--- src/rtl/lctdly_cfg_ctrl.sv ---
// ============================================================================
//  Module   : lctdly_cfg_ctrl
//  Purpose  : Serial-loaded LCT/L1A match delay config with atomic apply,
//             post-apply output blanking (flush) and match statistics.
//             Statistics enabled by defining LCTDLY_CFG_STATS_EN.
//  Revision : 1.0
// ============================================================================
`default_nettype none

module lctdly_cfg_ctrl #(
  parameter logic [21:0] DEF_CFG    = 22'h3C0000,
  parameter int          FLUSH_BASE = 96,
  parameter int          CNT_W      = 16
) (
  input  logic             CLK,
  input  logic             RST_N,
  input  logic             SDI,
  input  logic             SHIFT_EN,
  input  logic             CAPTURE,
  input  logic             LOAD,
  input  logic             CNT_CLR,
  output logic             SDO,
  output logic [3:0]       CLCT_ADJ,
  output logic [2:0]       OPT_COP,
  output logic [5:0]       DELAY,
  output logic [1:0]       XL1ADLY,
  output logic [3:0]       L1FD,
  output logic             LAT_12_5US,
  output logic             MTCH_3BX,
  output logic             USE_CLCT,
  input  logic             L1A_IN,
  input  logic             MATCH_IN,
  input  logic             DOUT_IN,
  output logic             L1A_MATCH,
  output logic             DOUT,
  output logic             BUSY,
  output logic [CNT_W-1:0] MATCH_CNT,
  output logic [CNT_W-1:0] L1A_CNT
);

  typedef enum logic [1:0] {
    ST_IDLE   = 2'd0,
    ST_COMMIT = 2'd1,
    ST_FLUSH  = 2'd2
  } state_t;

  state_t      state_q, state_d;
  logic [21:0] shadow_q;
  logic [21:0] cfg_q;
  logic [9:0]  flush_cnt_q, flush_cnt_d;
  logic [9:0]  flush_len;
  logic        busy_q, busy_d;

  always_ff @(posedge CLK) begin
    if (!RST_N) begin
      shadow_q <= DEF_CFG;
    end else if (CAPTURE) begin
      shadow_q <= cfg_q;
    end else if (SHIFT_EN) begin
      shadow_q <= {shadow_q[20:0], SDI};
    end
  end

  always_ff @(posedge CLK) begin
    if (!RST_N) begin
      cfg_q <= DEF_CFG;
    end else if (LOAD) begin
      cfg_q <= shadow_q;
    end
  end

  assign SDO        = shadow_q[21];
  assign CLCT_ADJ   = cfg_q[21:18];
  assign OPT_COP    = cfg_q[17:15];
  assign DELAY      = cfg_q[14:9];
  assign XL1ADLY    = cfg_q[8:7];
  assign L1FD       = cfg_q[6:3];
  assign LAT_12_5US = cfg_q[2];
  assign MTCH_3BX   = cfg_q[1];
  assign USE_CLCT   = cfg_q[0];

  // Worst case 582 fits in 10 bits, so no overflow handling is needed.
  assign flush_len = 10'(FLUSH_BASE)
                   + {4'b0, cfg_q[8:7], 4'b0}
                   + {7'b0, cfg_q[17:15]}
                   + {4'b0, cfg_q[14:9]}
                   + (cfg_q[2] ? 10'd368 : 10'd0);

  always_comb begin
    state_d     = state_q;
    flush_cnt_d = flush_cnt_q;
    case (state_q)
      ST_IDLE: ;
      ST_COMMIT: begin
        flush_cnt_d = flush_len;
        state_d     = ST_FLUSH;
      end
      ST_FLUSH: begin
        if (flush_cnt_q == 10'd0) begin
          state_d = ST_IDLE;
        end else begin
          flush_cnt_d = flush_cnt_q - 10'd1;
        end
      end
      default: state_d = ST_IDLE;
    endcase
    if (LOAD) begin
      state_d = ST_COMMIT;
    end
    busy_d = (state_d != ST_IDLE);
  end

  always_ff @(posedge CLK) begin
    if (!RST_N) begin
      state_q     <= ST_COMMIT;
      flush_cnt_q <= 10'd0;
      busy_q      <= 1'b1;
    end else begin
      state_q     <= state_d;
      flush_cnt_q <= flush_cnt_d;
      busy_q      <= busy_d;
    end
  end

  // BUSY comes straight from a flop so the gating below cannot glitch.
  assign BUSY      = busy_q;
  assign L1A_MATCH = MATCH_IN & ~busy_q;
  assign DOUT      = DOUT_IN & ~busy_q;

`ifdef LCTDLY_CFG_STATS_EN
  localparam logic [CNT_W-1:0] CNT_ONE = CNT_W'(1);

  logic [CNT_W-1:0] match_cnt_q;
  logic [CNT_W-1:0] l1a_cnt_q;

  always_ff @(posedge CLK) begin
    if (!RST_N || CNT_CLR || LOAD) begin
      match_cnt_q <= '0;
      l1a_cnt_q   <= '0;
    end else begin
      if (L1A_MATCH && !(&match_cnt_q)) begin
        match_cnt_q <= match_cnt_q + CNT_ONE;
      end
      if (L1A_IN && !busy_q && !(&l1a_cnt_q)) begin
        l1a_cnt_q <= l1a_cnt_q + CNT_ONE;
      end
    end
  end

  assign MATCH_CNT = match_cnt_q;
  assign L1A_CNT   = l1a_cnt_q;
`else
  logic unused_stats;
  assign unused_stats = ^{CNT_CLR, L1A_IN};
  assign MATCH_CNT    = '0;
  assign L1A_CNT      = '0;
`endif

endmodule

`default_nettype wire
--- config.mk ---
export PLATFORM = sky130hd
export DESIGN_NAME = lctdly_cfg_ctrl
export DESIGN_NICKNAME = d
export VERILOG_FILES = /design/src/rtl/lctdly_cfg_ctrl.sv
export SDC_FILE = /design/constraint.sdc
export NUM_CORES = 1
export LEC_CHECK = 0
export CAP_MARGIN = 0
export CORE_MARGIN = 8
export CORE_UTILIZATION = 43
export CTS_CLUSTER_SIZE = 28
export DETAILED_ROUTE_END_ITERATION = 6
export PLACE_DENSITY_LB_ADDON = 0.1
export SYNTH_ARGS = -nofsm -noshare
export SYNTH_HDL_FRONTEND = slang
export SYNTH_SLANG_ARGS = --single-unit
--- constraint.sdc ---
create_clock -name CLK -period 2.6 [get_ports CLK]
set_clock_uncertainty 0.05 [all_clocks]
set_input_delay 0.26 -clock CLK [delete_from_list [all_inputs] [get_ports CLK]]
set_output_delay 0.26 -clock CLK [all_outputs]
set_load 0.03 [all_outputs]
### Word level (Yosys, flattened, before mapping)

Cells that the tools add are included.

| operators by class | value |
|---|---|
| equal/unequal tests | 3 |
| muxes and demuxes | 8 |
| bitwise gates (word level) | 3 |
| reduce and logical (&&, ||, !) cells | 6 |
| $add $sub $neg | 5 |

Operators by type and width:

| cell | number |
|---|---|
| $mux 22 | 2 |
| $pmux 10 s2 | 1 |
| $add 10x9->10 | 1 |
| $add 9x6->10 | 1 |
| $logic_not 10->1 | 1 |
| $mux 10 | 1 |
| $sub 10x1->10 const B | 1 |
| $add 8x3->9 | 1 |
| $mux 9 | 1 |
| $add 7x6->8 const A | 1 |
| $pmux 2 s3 | 1 |
| $reduce_bool 2->1 | 3 |
| $mux 2 | 2 |
| $and 1x1->1 | 2 |
| $eq 2x1->1 const B | 1 |
| $eq 2x2->1 const B | 1 |
| $logic_not 2->1 | 1 |
| $ne 2x2->1 const B | 1 |
| $reduce_and 2->1 | 1 |
| $not 1->1 | 1 |

| storage, ports and cells | value |
|---|---|
| bits in registers | 57 |
| bits of input ports | 10 |
| output and inout bits | 58 |

### Longest topological paths before layout

Gate-level depths: netlist of the first run.

| depth | value |
|---|---|
| depth after elaboration | 5 |
| depth in mapped cells | 9 |

### Worst setup path after synthesis of the first run

No wires, ideal clock.

| path | value |
|---|---|
| path type | register to register |
| from | register cfg_q[2] |
| to | register flush_cnt_q[7] |
| required time | 2426 ps |
| slack | -147 ps |
| stages on the path, launching flop included | 10 |
| arrival | 2572 ps |
| path through | dfxtp_1 inv_1 fa_1 fa_1 inv_1 ha_1 and3b_1 a221oi_1 mux2i_1 a31oi_1 |

| between the ends | value |
|---|---|
| word-level cells in the longest chain between the ends | 3 |

Ends and longest elaborated chain:

| element | RTL line | source |
|---|---|---|
| start: declaration | 49 | `logic [21:0] cfg_q;` |
| start signal: assignment | 68 | `cfg_q <= shadow_q;` |
| $mux 9 | 87 | `+ (cfg_q[2] ? 10'd368 : 10'd0);` |
| $add 10x9->10 | 87 |  |
| $pmux 10 s2 | 92 | `case (state_q)` |
| end signal: assignment | 120 | `flush_cnt_q <= flush_cnt_d;` |
| end: declaration | 50 | `logic [9:0] flush_cnt_q, flush_cnt_d;` |

Every way passes these cells.
A chain may end at the register's enable or synchronous reset.

### Worst setup path in the final report of the first run

| path | value |
|---|---|
| from | register cfg_q[13] |
| to | register flush_cnt_q[7] |

| between the ends | value |
|---|---|
| word-level cells in the longest chain between the ends | 3 |

Ends and longest elaborated chain:

| element | RTL line | source |
|---|---|---|
| $add 9x6->10 | 86 | `+ {4'b0, cfg_q[14:9]}` |
| $add 10x9->10 | 87 |  |
| $pmux 10 s2 | 92 |  |

Every way passes these cells.

==> impl_metrics.toml, run 1 <==
[outcome]
outcome = "complete, no violations"

[grt]
grt.total_usage = 0.134
grt.busiest_layer = "met2"
grt_use_met3 = 0.0430
met2_usage = 0.210
grt_pass1_vias = 2412
grt_pass1_wl_um = 12000
globalRouteOverflowTotal = 0
gr-usage-met1 = 0.165
grt_max_degree = 41
antenna_found_initial = 0

[timing]
period_minus_slack_ns = 2.50
fin_crit_sh = 0.960
final-setup-viol-count = 0
tightest_slew_ns = 0.681
fmax_mhz = 401
timing.final.ws_setup_ns = 0.104
max_slew_margin = 0.545
drv_slew = 0
finalHoldViolations = 0

[setup_path]
r2r-start = "cfg_q[13]"
timing.critical_path.buf_inv = 2
critPathKind = "reg -> reg"
r2r-end = "flush_cnt_q[7]"
rrSetupSlack_ns = 0.10
path_cells = "inv_1, fa_1, fa_1, inv_1, ha_1, and3b_1, a221oi_2, mux2i_1, a31oi_1"
worst_path_max_delay_cell = "fa_1"
r2r_cells = 9
worstPathRequired_ns = 2.75
crit_path_start_kind = "flip-flop"
cp_max_fo = 4
path_delay_family = "adder cells"
critical_path.max_stage_delay_ns = 0.45
critPathCaptureType = "flip-flop"
cp.arrival_ns = 2.64

[hold_path]
min_from = "cfg_q[19]"
hold_end = "cfg_q[19]"
holdPathStages = 2
hold_class = "reg -> reg"

[logic_synthesis]
ys.warnings.count = 0
syn_area_per_cell_um2 = 9.09
yosysMostFrequentCell = "dfxtp_1"
synth_top_cell_area_share = 0.338
synth_edf_count = 0
syn-cell-area_mm2 = 0.00337
synth.cells.most_frequent = "dfxtp_1 (57), mux2i_1 (46), nand2_1 (34)"
syn-instance-count = 371
synth_seq_area_share = 0.338
synth_top_cell_by_area = "dfxtp_1"
ys.flop_type = "dfxtp_1"
synthArstFlopShare = 0
ys_ff_latch = 57
yosys-top-cells-area = "dfxtp_1 (34%), mux2i_1 (14%), buf_4 (7.1%)"
ys_types = 57

[power_and_ir_drop]
internal-power_mw = 1.61
vdd_drop_max_uv = 269
powerDensity_mw_per_mm2 = 563
seqPwrFrac = 0.425
switching_share = 0.269
power_switching_mw = 0.593
clockPowerShare = 0.427
leakagePower_nw = 1.63
power_frac_comb = 0.147

[routing]
ant_nets = 0
drt_iter0_drc = 105
wire_per_inst_um = 14.4
totalWireLength_um = 7330
dr_total_vias = 2476
via_per_inst = 4.86
drtPass1Iterations = 4
drc = 0

[clocking]
tritoncts = "yes"
cts.sinks = 57
worstSkewPairLatency_ns = 0.34
clk_path_buf_depth = 2
htree_num_levels = 3
cts_buffers = 9
clockRootBuffer = "clkbuf_8"
clkTransAtPathRegs_ns = 0.06

[place]
post-dp-hpwl_um = 5210
dp_slack_ns = 0.0498
numPortBuffers = 33
gp_congestion = 0.805

[final_layout]
drive_gt1_frac = 0.108
syn_to_final_growth_pct = 16.1
num-fill-cells = 743
utilization = 0.512
antennaDiodeCount = 0
design.final.nets = 430

[floorplanning]
die_x_um = 105
dieArea_mm2 = 0.0109
die_h_um = 105
coreArea_mm2 = 0.00765
initial_core_util = 0.441
rows = 32
ios = 68

[job]
cap_violations = 0
[per-stage QoR]
stage / hold WS, ns / std cells / TNS [ns] / cell area, um^2 / power, mW
floorplan: 0.319 / 402 / 0 / 3490 / 1.26
global placement: 0.433 / 493 / 0 / 3680 / 1.28
detailed placement: 0.438 / 493 / 0 / 3680 / 1.28
CTS: 0.456 / 509 / 0 / 3900 / 2.23
global route: 0.488 / 509 / -0.00250 / 3910 / 2.30
finish: 0.454 / 509 / 0 / 3910 / 2.20
[cell usage in the layout, fill, tap and decap left out, drive strengths merged, types with 2 or more instances in the layout]
cell type,synthesis,final
dfxtp,57,57
mux2i,46,46
nand2,34,34
clkdlybuf4s50,0,33
conb,1,32
o21ai,26,26
nor2,21,21
and2,19,19
ha,15,15
clkbuf,11,14
nor2b,11,11
nor3,11,11
inv,10,10
buf,42,9
nand2b,6,6
nand3,5,5
a31oi,5,5
a21oi,5,5
mux2,4,4
a211oi,4,4
o21a,3,3
fa,3,3
nor4,2,2
a221oi,2,2
nand3b,2,2
bufinv,0,2
nor4b,2,2
o32ai,2,2
or2,2,2
[power groups by stage]
stage          Clock [mW]  Combinational (mW)  Sequential [mW]
3_5_place_dp            0               0.324            0.956
2_1_floorplan           0               0.319            0.941
5_1_grt              1.01               0.355            0.941
3_3_place_gp            0               0.321            0.955
6_report            0.941               0.325            0.937
4_1_cts             0.969               0.325            0.936
[final cells by class]
class | count | area (um^2) | area share
timing repair buffer | 42 | 398 | 0.102
inverter | 11 | 41.3 | 0.0105
sequential | 57 | 1140 | 0.293
multi-input combinational | 281 | 1980 | 0.506
tap | 102 | 128 | 0.0326
clock inverter | 2 | 60.1 | 0.0153
clock buffer | 14 | 163 | 0.0416
[tightest hold or removal path: stages (launching register included)]
cell	delay, ns
dfxtp_1	0.35
mux2i_1	0.07
nand2_1	0.06
[flip-flops by register name, summed over array words and instances, names as in the netlist]
register / cells
flush_cnt_q: 10
state_q: 2
cfg_q: 22
shadow_q: 22
BUSY: 1
[timing repair]
action | 4_1_cts | 5_1_grt
resized for setup | 0 | 2
hold buffers | 0 | 0
endpoints found under the hold margin | 0 | 0
endpoints found under the setup margin | 0 | 3
buffers inserted | 0 | 0
[worst max-delay path by stage]
stage | endpoint | startpoint | depth (start not counted) | slack, ns
after floorplan | flush_cnt_q[7] | cfg_q[2] | 9 | 0.03
after global placement | flush_cnt_q[7] | cfg_q[13] | 9 | 0.07
after detailed placement | flush_cnt_q[7] | cfg_q[13] | 9 | 0.05
after CTS | flush_cnt_q[7] | cfg_q[13] | 9 | 0.005
after global routing | flush_cnt_q[7] | cfg_q[13] | 9 | -0.003
final | flush_cnt_q[7] | cfg_q[13] | 9 | 0.10
[logic make-up (layout without fill, tap and decap cells)]
logic type,after synthesis,in the layout,share of synthesized area
AO/OA/AOI/OAI,57,57,0.117
adder cells (fa/ha/maj),18,18,0.0735
flip-flops,57,57,0.338
other,1,32,0.00111
buffers and inverters,64,69,0.112
AND/OR/NAND/NOR,122,122,0.203
multiplexers,50,50,0.150
XOR/XNOR,2,2,0.00520
[routing by layer]
| layer | part of all wire | routed length, um |
|---|---|---|
| met4 | 0.011 | 82 |
| met2 | 0.45 | 3300 |
| met5 | 0 | 0 |
| met3 | 0.054 | 399 |
| met1 | 0.48 | 3550 |
No activity file was read; power rests on OpenSTA's default activity.
==> run 2, diff against run 1 <==
Settings changed: ABC_CLOCK_PERIOD_IN_PS from default to 2600.
==> results of run 2 <==
Final layout, timing and power as in run 1 (identical DEF).
